### config.mk
export PLATFORM = sky130hd
export DESIGN_NAME = image_stage_sequencer
export DESIGN_NICKNAME = d
export VERILOG_FILES = /design/src/rtl/image_stage_sequencer.sv
export SDC_FILE = /design/constraint.sdc
export NUM_CORES = 1
export LEC_CHECK = 0
export BUFFER_PORTS_ARGS = -buffer_cell sky130_fd_sc_hd__clkbuf_2
export CORE_AREA = 2 2 108 110
export DETAILED_ROUTE_END_ITERATION = 8
export DIE_AREA = 0 0 110 112
export PLACE_DENSITY = 0.59
export SYNTH_ARGS = -nofsm -noshare
export SYNTH_HDL_FRONTEND = slang
export SYNTH_SLANG_ARGS = --single-unit
### constraint.sdc
create_clock -name clk_div_by_two -period 2.7 [get_ports clk_div_by_two]
set_input_delay 0.54 -clock clk_div_by_two [delete_from_list [all_inputs] [get_ports clk_div_by_two]]
set_output_delay 0.54 -clock clk_div_by_two [all_outputs]
set_load 0.02 [all_outputs]
### src/rtl/image_stage_sequencer.sv
// image_stage_sequencer
// Runs the selected image-processing stages one at a time, lowest index first,
// and routes the active stage's address, write data and write enable onto the
// single SRAM port. Between stages the block waits for the finished stage to
// drop its done flag before it enables the next one.
// Optional feature: define SEQ_WATCHDOG_EN to add a per-stage watchdog that
// forces a stuck stage to be skipped and raises a sticky timeout_error.
module image_stage_sequencer #(
  parameter int unsigned NUM_STAGES     = 4,
  parameter int unsigned ADDR_WIDTH     = 18,
  parameter int unsigned DATA_WIDTH     = 32,
  parameter int unsigned TIMEOUT_CYCLES = 32'h00FF_FFFF
) (
  input  logic                             clk_div_by_two,
  input  logic                             reset_n,
  input  logic                             start,
  input  logic                             abort,
  input  logic [NUM_STAGES-1:0]            stage_mask,
  output logic [NUM_STAGES-1:0]            stage_enable,
  input  logic [NUM_STAGES-1:0]            stage_done,
  input  logic [NUM_STAGES*ADDR_WIDTH-1:0] stage_address,
  input  logic [NUM_STAGES*DATA_WIDTH-1:0] stage_data_write,
  input  logic [NUM_STAGES-1:0]            stage_wren,
  output logic [ADDR_WIDTH-1:0]            sram_address,
  output logic [DATA_WIDTH-1:0]            sram_data_write,
  output logic                             sram_wren,
  output logic [2:0]                       current_stage,
  output logic                             busy,
  output logic                             pipeline_done,
  output logic                             timeout_error
);

  // Reject configurations the 3-bit stage index or 24-bit watchdog cannot hold.
  generate
    if (NUM_STAGES < 2 || NUM_STAGES > 8 ||
        TIMEOUT_CYCLES < 1 || TIMEOUT_CYCLES > 32'h00FF_FFFF) begin : g_param_check
      $error("image_stage_sequencer: parameter out of range");
    end
  endgenerate

  typedef enum logic [1:0] {
    ST_IDLE  = 2'd0,
    ST_RUN   = 2'd1,
    ST_DRAIN = 2'd2,
    ST_DONE  = 2'd3
  } state_e;

  state_e                state_q, state_d;
  logic [NUM_STAGES-1:0] mask_q, mask_d;
  logic [2:0]            cur_q, cur_d;

  logic [NUM_STAGES-1:0] cur_onehot;
  logic                  cur_done;
  logic                  start_accept;
  logic                  wd_expired;
  logic [2:0]            first_idx;
  logic [2:0]            next_idx;
  logic                  next_found;

  // Decode the active slot index once; every per-slot select below uses it.
  genvar gi;
  generate
    for (gi = 0; gi < NUM_STAGES; gi++) begin : g_slot
      assign cur_onehot[gi]   = (cur_q == 3'(gi));
      assign stage_enable[gi] = (state_q == ST_RUN) && cur_onehot[gi];
    end
  endgenerate

  // Done flags of slots other than the active one never reach the FSM.
  assign cur_done     = |(stage_done & cur_onehot);
  assign start_accept = (state_q == ST_IDLE) && start && !abort;

  // Lowest set bit of the incoming mask, and the next latched bit above cur.
  always_comb begin
    first_idx  = 3'd0;
    next_idx   = 3'd0;
    next_found = 1'b0;
    for (int i = NUM_STAGES - 1; i >= 0; i--) begin
      if (stage_mask[i]) begin
        first_idx = 3'(i);
      end
      if (mask_q[i] && (3'(i) > cur_q)) begin
        next_idx   = 3'(i);
        next_found = 1'b1;
      end
    end
  end

  // Sequencing FSM next-state: abort overrides everything, including a start.
  always_comb begin
    state_d = state_q;
    mask_d  = mask_q;
    cur_d   = cur_q;
    if (abort) begin
      state_d = ST_IDLE;
    end else begin
      case (state_q)
        ST_IDLE: begin
          if (start_accept) begin
            mask_d = stage_mask;
            if (stage_mask == '0) begin
              state_d = ST_DONE;
            end else begin
              cur_d   = first_idx;
              state_d = ST_RUN;
            end
          end
        end
        ST_RUN: begin
          if (cur_done || wd_expired) begin
            state_d = ST_DRAIN;
          end
        end
        ST_DRAIN: begin
          // A stage only counts as finished once its done flag has dropped.
          if (!cur_done || wd_expired) begin
            if (next_found) begin
              cur_d   = next_idx;
              state_d = ST_RUN;
            end else begin
              state_d = ST_DONE;
            end
          end
        end
        ST_DONE: begin
          state_d = ST_IDLE;
        end
        default: begin
          state_d = ST_IDLE;
        end
      endcase
    end
  end

  // Sequencing FSM state register.
  always_ff @(posedge clk_div_by_two or negedge reset_n) begin
    if (!reset_n) begin
      state_q <= ST_IDLE;
      mask_q  <= '0;
      cur_q   <= 3'd0;
    end else begin
      state_q <= state_d;
      mask_q  <= mask_d;
      cur_q   <= cur_d;
    end
  end

`ifdef SEQ_WATCHDOG_EN
  localparam logic [23:0] WD_LAST = 24'(TIMEOUT_CYCLES - 1);

  logic [23:0] wd_cnt_q, wd_cnt_d;
  logic        timeout_error_q, timeout_error_d;

  // The counter value equals the number of edges already spent in this state.
  assign wd_expired = ((state_q == ST_RUN) || (state_q == ST_DRAIN)) && (wd_cnt_q == WD_LAST);

  // Watchdog counter restarts on every state change; the error flag is sticky per run.
  always_comb begin
    wd_cnt_d        = wd_cnt_q;
    timeout_error_d = timeout_error_q;
    if (state_d != state_q) begin
      wd_cnt_d = '0;
    end else if ((state_q == ST_RUN) || (state_q == ST_DRAIN)) begin
      wd_cnt_d = wd_cnt_q + 24'd1;
    end
    if (start_accept) begin
      timeout_error_d = 1'b0;
    end else if (wd_expired && !abort) begin
      timeout_error_d = 1'b1;
    end
  end

  // Watchdog registers.
  always_ff @(posedge clk_div_by_two or negedge reset_n) begin
    if (!reset_n) begin
      wd_cnt_q        <= '0;
      timeout_error_q <= 1'b0;
    end else begin
      wd_cnt_q        <= wd_cnt_d;
      timeout_error_q <= timeout_error_d;
    end
  end

  assign timeout_error = timeout_error_q;
`else
  // Without the watchdog a silent stage stalls the run until abort or reset.
  assign wd_expired    = 1'b0;
  assign timeout_error = 1'b0;
`endif

  // Zero-latency SRAM mux; the port is driven to zero whenever no stage runs.
  always_comb begin
    sram_address    = '0;
    sram_data_write = '0;
    sram_wren       = 1'b0;
    if (state_q == ST_RUN) begin
      for (int i = 0; i < NUM_STAGES; i++) begin
        if (cur_onehot[i]) begin
          sram_address    = stage_address[i*ADDR_WIDTH +: ADDR_WIDTH];
          sram_data_write = stage_data_write[i*DATA_WIDTH +: DATA_WIDTH];
          sram_wren       = stage_wren[i];
        end
      end
    end
  end

  assign busy          = (state_q != ST_IDLE);
  assign pipeline_done = (state_q == ST_DONE);
  assign current_stage = ((state_q == ST_RUN) || (state_q == ST_DRAIN)) ? cur_q : 3'd0;

endmodule

==> flow_summary.toml, run 1 <==
[worst_setup_path]
worst_setup_path_start_kind = "flip-flop"
critPathCaptureType = "output port"
r2r_cells = 6
cp_max_fo = 35
reg2reg_from = "cur_q[0]"
worstPathArrival_ps = 1800
rrSetupSlack_ps = 760
path_class = "reg2out"
reg2reg_to = "state_q[0]"
critical_path_required_ps = 2160

[placement]
dp_cells = 586
place_ws_ps = 569.9
gp_congestion = 0.9046
portBuffers = 274
hpwl_mm = 8.895

[clock_tree]
ctsRootBufferMaster = "clkbuf_16"
clk_latency_ps = 230
cts_resized = 0
path_clk_slew_ps = 40
cts_sinks = 7
numCtsBuffers = 3
cts_tree = "done"
post-cts-setup-buffers = 0
h-tree-depth = 1
cts_buffer_depth = 2
hold_buffers = 0

[cells_and_area]
fin_nets = 668
utilization_pct = 33.39
stdcell_count = 591
fillCellCount = 1180
area.sequential_um2 = 180.2
area_growth_pct = 76.35
multi_input_area_um2 = 1807
drive_gt1_share_pct = 76.29

[global_routing]
grt_overflow = 0
antenna_found_initial = 1
grt_max_degree = 37
grt_pass1_vias = 2782
grt_pass1_wl_mm = 14.35
grt_usage_pct = 15.10

[pwr]
power.leakage_uw = 0.001929
p_per_area_nw_per_um2 = 832.8
ir_worst_vdd_mv = 0.6134
power_uw = 3107

[logic_synthesis]
synth_cell_types = 32
synth_top_area_share_pct = 55.35
synth-edff-count = 0
synthesis.instances = 184
synth-async-reset-ratio_pct = 100.0
synthFlopType = "dfrtp_1"
synth_area_um2 = 2116
syn_area_per_cell_um2 = 11.50
yosysTopAreaCell = "mux4_2"
synth_area_leaders = "mux4_2 55%, and2_1 16%, dfrtp_1 8.3%"
ys_seq_area_share_pct = 8.279
ys_ff_latch = 7
synth_warnings = 0

[floorplan]
die_w_um = 110
dieHeight_um = 112
start_util_pct = 18.93
core_um2 = 11170
ios = 277
die_area_um2 = 12320
rows = 39

[timing]
timing.final.ws_setup_ps = 358.1
skew_ps = 3.211
tns_ps = 0
drv_slew = 0
setup_viol = 0
timing_hold_violations_final = 0
rsz0062_at_grt = "false"
timing.final.crit_share_pct = 86.74
fin_crit_ps = 2342
fmax_mhz = 427.0

[drt]
viasPerCell = 4.624
vias = 2733
drc = 0
drt-initial-drc-count = 66
wl_per_cell_um = 16.87
ant_nets = 0
wirelength_mm = 9.968
drtPass1Iterations = 4

[run_status]
status = "finished, final reports clean"

[flow_run]
cap_viol_max_count = 0

[min_path]
hold_path_class = "in2async"
==> metrics by stage <==
| stage | hold slack [ps] | cell area (um^2) |
|---|---|---|
| after floorplan | 244.4 | 2120 |
| after global placement | 394.0 | 3650 |
| after detailed placement | 398.0 | 3650 |
| after CTS | 150.9 | 3729 |
| after global routing | 160.9 | 3729 |
| final | 143.9 | 3731 |
==> final cells by class <==
type,count,share of cell area (%)
well taps,143,4.795
diodes,1,0.06707
multi-input cells,148,48.42
repair buffers,280,38.97
inverters,8,0.8048
flip-flops and latches,7,4.829
clock buffers,4,2.113
==> routing by layer <==
layer  wire (um)  global-route usage [%]
met1        3912                   18.44
met2        5052                   27.36
met3         758                   2.166
met4         245                   3.713
met5           0                       0
==> placed cells by master (no fill, tap or decap), types with 2 or more instances in the layout <==
cell and n:
mux2_2 2, conb_1 2, and3_1 2, inv_1 8, a21oi_1 2, ha_1 4
nor3_1 2, buf_12 3, nor2_1 8, dfrtp_1 5, buf_4 3, mux4_2 52
nand2_1 3, and2_1 53, clkbuf_2 274, clkbuf_16 3, mux2_1 2, o21ai_0 2
==> worst max-delay path: stages (launching register included) <==
cell	delay (ps)
dfrtp_4	430
buf_12	240
mux4_2	530
and2_1	180
clkbuf_2	150
==> where the power goes <==
| part | total [uW] | internal [uW] | switching, uW | leakage (uW) |
|---|---|---|---|---|
| registers | 213 | 162 | 51.2 | 0.0000851 |
| clock network | 258 | 197 | 60.8 | 0.0000382 |
| logic | 2640 | 1280 | 1350 | 0.00181 |
| total | 3110 | 1640 | 1470 | 0.00193 |
==> flip-flops by register name (all words and copies together), names as in the netlist <==
name and count:
cur_q 2, state_q 2, mask_q 3
==> synth_stat cells, types with 2 or more instances <==
cell type / n
a21oi_1: 2
and2_1: 53
and3_1: 2
buf_2: 8
buf_4: 2
clkbuf_1: 11
dfrtp_1: 7
ha_1: 4
inv_1: 8
mux2_1: 2
mux2_2: 2
mux4_2: 52
nand2_1: 3
nor2_1: 8
nor3_1: 2
o21ai_0: 2
==> worst max path at each step <==
stage,startpoint,to,cells after the start
6_report,cur_q[0],sram_address[6],4
4_1_cts,cur_q[0],sram_data_write[24],4
2_1_floorplan,cur_q[0],sram_address[0],4
5_1_grt,cur_q[0],sram_address[7],4
3_5_place_dp,cur_q[0],sram_data_write[24],4
3_3_place_gp,cur_q[0],sram_data_write[24],4
==> cells by family (layout without fill, tap and decap cells) <==
logic type	after synthesis	in the layout	share of synthesized area, %
other	1	3	0.1772
adder cells (fa/ha/maj)	4	4	2.366
flip-flops	7	7	8.279
AND/OR/NAND/NOR	72	72	19.87
buffers and inverters	30	292	6.505
multiplexers	57	57	57.95
AO/OA/AOI/OAI	13	13	4.850
Power figures use the tool's default switching activity.
==> run 2, diff against run 1 <==
--- a/config.mk
+++ b/config.mk
@@ -6,10 +6,12 @@
 export NUM_CORES = 1
 export LEC_CHECK = 0
 export BUFFER_PORTS_ARGS = -buffer_cell sky130_fd_sc_hd__clkbuf_2
+export CELL_PAD_IN_SITES_DETAIL_PLACEMENT = 0
+export CELL_PAD_IN_SITES_GLOBAL_PLACEMENT = 1
 export CORE_AREA = 2 2 108 110
 export DETAILED_ROUTE_END_ITERATION = 8
 export DIE_AREA = 0 0 110 112
-export PLACE_DENSITY = 0.59
+export PLACE_DENSITY = 0.82
 export SYNTH_ARGS = -nofsm -noshare
 export SYNTH_HDL_FRONTEND = slang
 export SYNTH_SLANG_ARGS = --single-unit
==> run 2 against run 1 <==
Against the previous run:
- power hardly changed
- sequential cell count stayed put
- utilization is the same
- global-route usage down 0.58 points
==> flow_summary.toml, run 2 (synthesized netlist as in run 1, its figures left out) <==
[worst_setup_path]
critPathCaptureType = "output port"
worst_setup_path_start_kind = "flip-flop"
worstPathArrival_ps = 1950
path_class = "reg2out"
critical_path_required_ps = 2160
cp_max_fo = 26

[timing]
timing.final.crit_share_pct = 92.07
timing_hold_violations_final = 0
timing.final.ws_setup_ps = 214.2
tns_ps = 0
fmax_mhz = 402.3
setup_viol = 0
rsz0062_at_grt = "false"
fin_crit_ps = 2486
skew_ps = 0.6110
whs_ps = 139.5
drv_slew = 0

[cells_and_area]
area_growth_pct = 76.35
fin_nets = 668
stdcell_count = 591
final_cell_mix = "274 x clkbuf_2, 53 x and2_1, 52 x mux4_2"
utilization_pct = 33.39
drive_gt1_share_pct = 76.29
reg_top3 = "mask_q x3, cur_q x2, state_q x2"
regMostFlops = "mask_q"
final_common_cell = "clkbuf_2"
largest_register_ff_count = 3
fillCellCount = 1147

[pwr]
seq_power_share_pct = 7.6
ir_worst_vdd_mv = 0.5487
p_int_uw = 1641
p_comb_share_pct = 84.1
power.leakage_uw = 0.001929
p_sw_share_pct = 47.22
switching_power_uw = 1468
clkPwrFrac_pct = 8.3
p_per_area_nw_per_um2 = 833.3

[clock_tree]
numCtsBuffers = 3
ctsRootBufferMaster = "clkbuf_16"
hold_buffers = 0
clk_latency_ps = 230
h-tree-depth = 1
cts_sinks = 7
cts_tree = "done"
path_clk_slew_ps = 40
cts_buffer_depth = 2
cts_resized = 0
post-cts-setup-buffers = 0

[drt]
vias = 2726
drtPass1Iterations = 4
ant_nets = 0
drc = 0
wl_per_cell_um = 16.25
wirelength_mm = 9.602
viasPerCell = 4.613
drt-initial-drc-count = 73

[floorplan]
rows = 39
core_um2 = 11170
dieHeight_um = 112
ios = 277
die_w_um = 110
die_area_um2 = 12320
start_util_pct = 18.93

[global_routing]
grt_pass1_vias = 2902
grt_overflow = 0
grt_usage_pct = 14.52
grt_max_degree = 32
grt_pass1_wl_mm = 14.07
antenna_found_initial = 1

[min_path]
hold_path_class = "in2async"

[placement]
place_ws_ps = 450.8
gp_congestion = 0.8533
hpwl_mm = 8.481
portBuffers = 274
dp_cells = 586

[run_status]
status = "finished, final reports clean"

[flow_run]
cap_viol_max_count = 0
-- run 2: cell counts in the layout (fill, tap and decap cells not counted) --
Identical to the previous run, type by type.
-- run 2: worst max-delay path: stages, from the launching register on --
cell      delay [ps]
dfrtp_4          530
buf_12           250
mux4_2           580
and2_1           180
clkbuf_2         160
-- run 2: path summary, 6_finish.rpt --
path	from	endpoint	slack [ps]	cells past startpoint
worst min-delay path	reset_n	mask_q[3]	140	1
max in group asynchronous	reset_n	cur_q[0]	2370	1
worst max-delay path	cur_q[0]	sram_data_write[31]	210	4
worst max register to register	cur_q[1]	cur_q[0]	830	6
worst min register to register	mask_q[2]	mask_q[2]	530	2
min in group clk_div_by_two	abort	state_q[1]	530	2
-- run 2: metal layers --
layer	routed length, um	up-vias	part of all wire (%)	GRT usage [%]
met5	0	-	0	0
met4	236	0	2.5	5.232
met3	792	20	8.2	2.225
met2	4863	158	51	26.09
met1	3710	1300	39	17.13
li1	-	1248	-	-
-- run 2: area by class of cell --
class / instances / area (um^2) / share of cell area (%)
Multi-Input combinational cell: 148 / 1807 / 48.42
Timing Repair Buffer: 280 / 1454 / 38.97
Tap cell: 143 / 178.9 / 4.795
Inverter: 8 / 30.03 / 0.8048
Clock buffer: 4 / 78.83 / 2.113
Sequential cell: 7 / 180.2 / 4.829
Antenna cell: 1 / 2.502 / 0.06707
-- run 2: power by group through the flow --
| stage | clock network (uW) | registers [uW] | logic [uW] |
|---|---|---|---|
| detailed placement | 0 | 239 | 2640 |
| global placement | 0 | 234 | 2600 |
| floorplan | 0 | 187 | 1920 |
| global route | 265 | 250 | 2840 |
| CTS | 259 | 239 | 2650 |
| finish | 258 | 237 | 2610 |
-- run 2: through the flow --
step,area (um^2),total power [uW]
2_1_floorplan,2120,2104
3_3_place_gp,3650,2834
6_report,3731,3109
5_1_grt,3731,3356
3_5_place_dp,3650,2880
4_1_cts,3729,3152
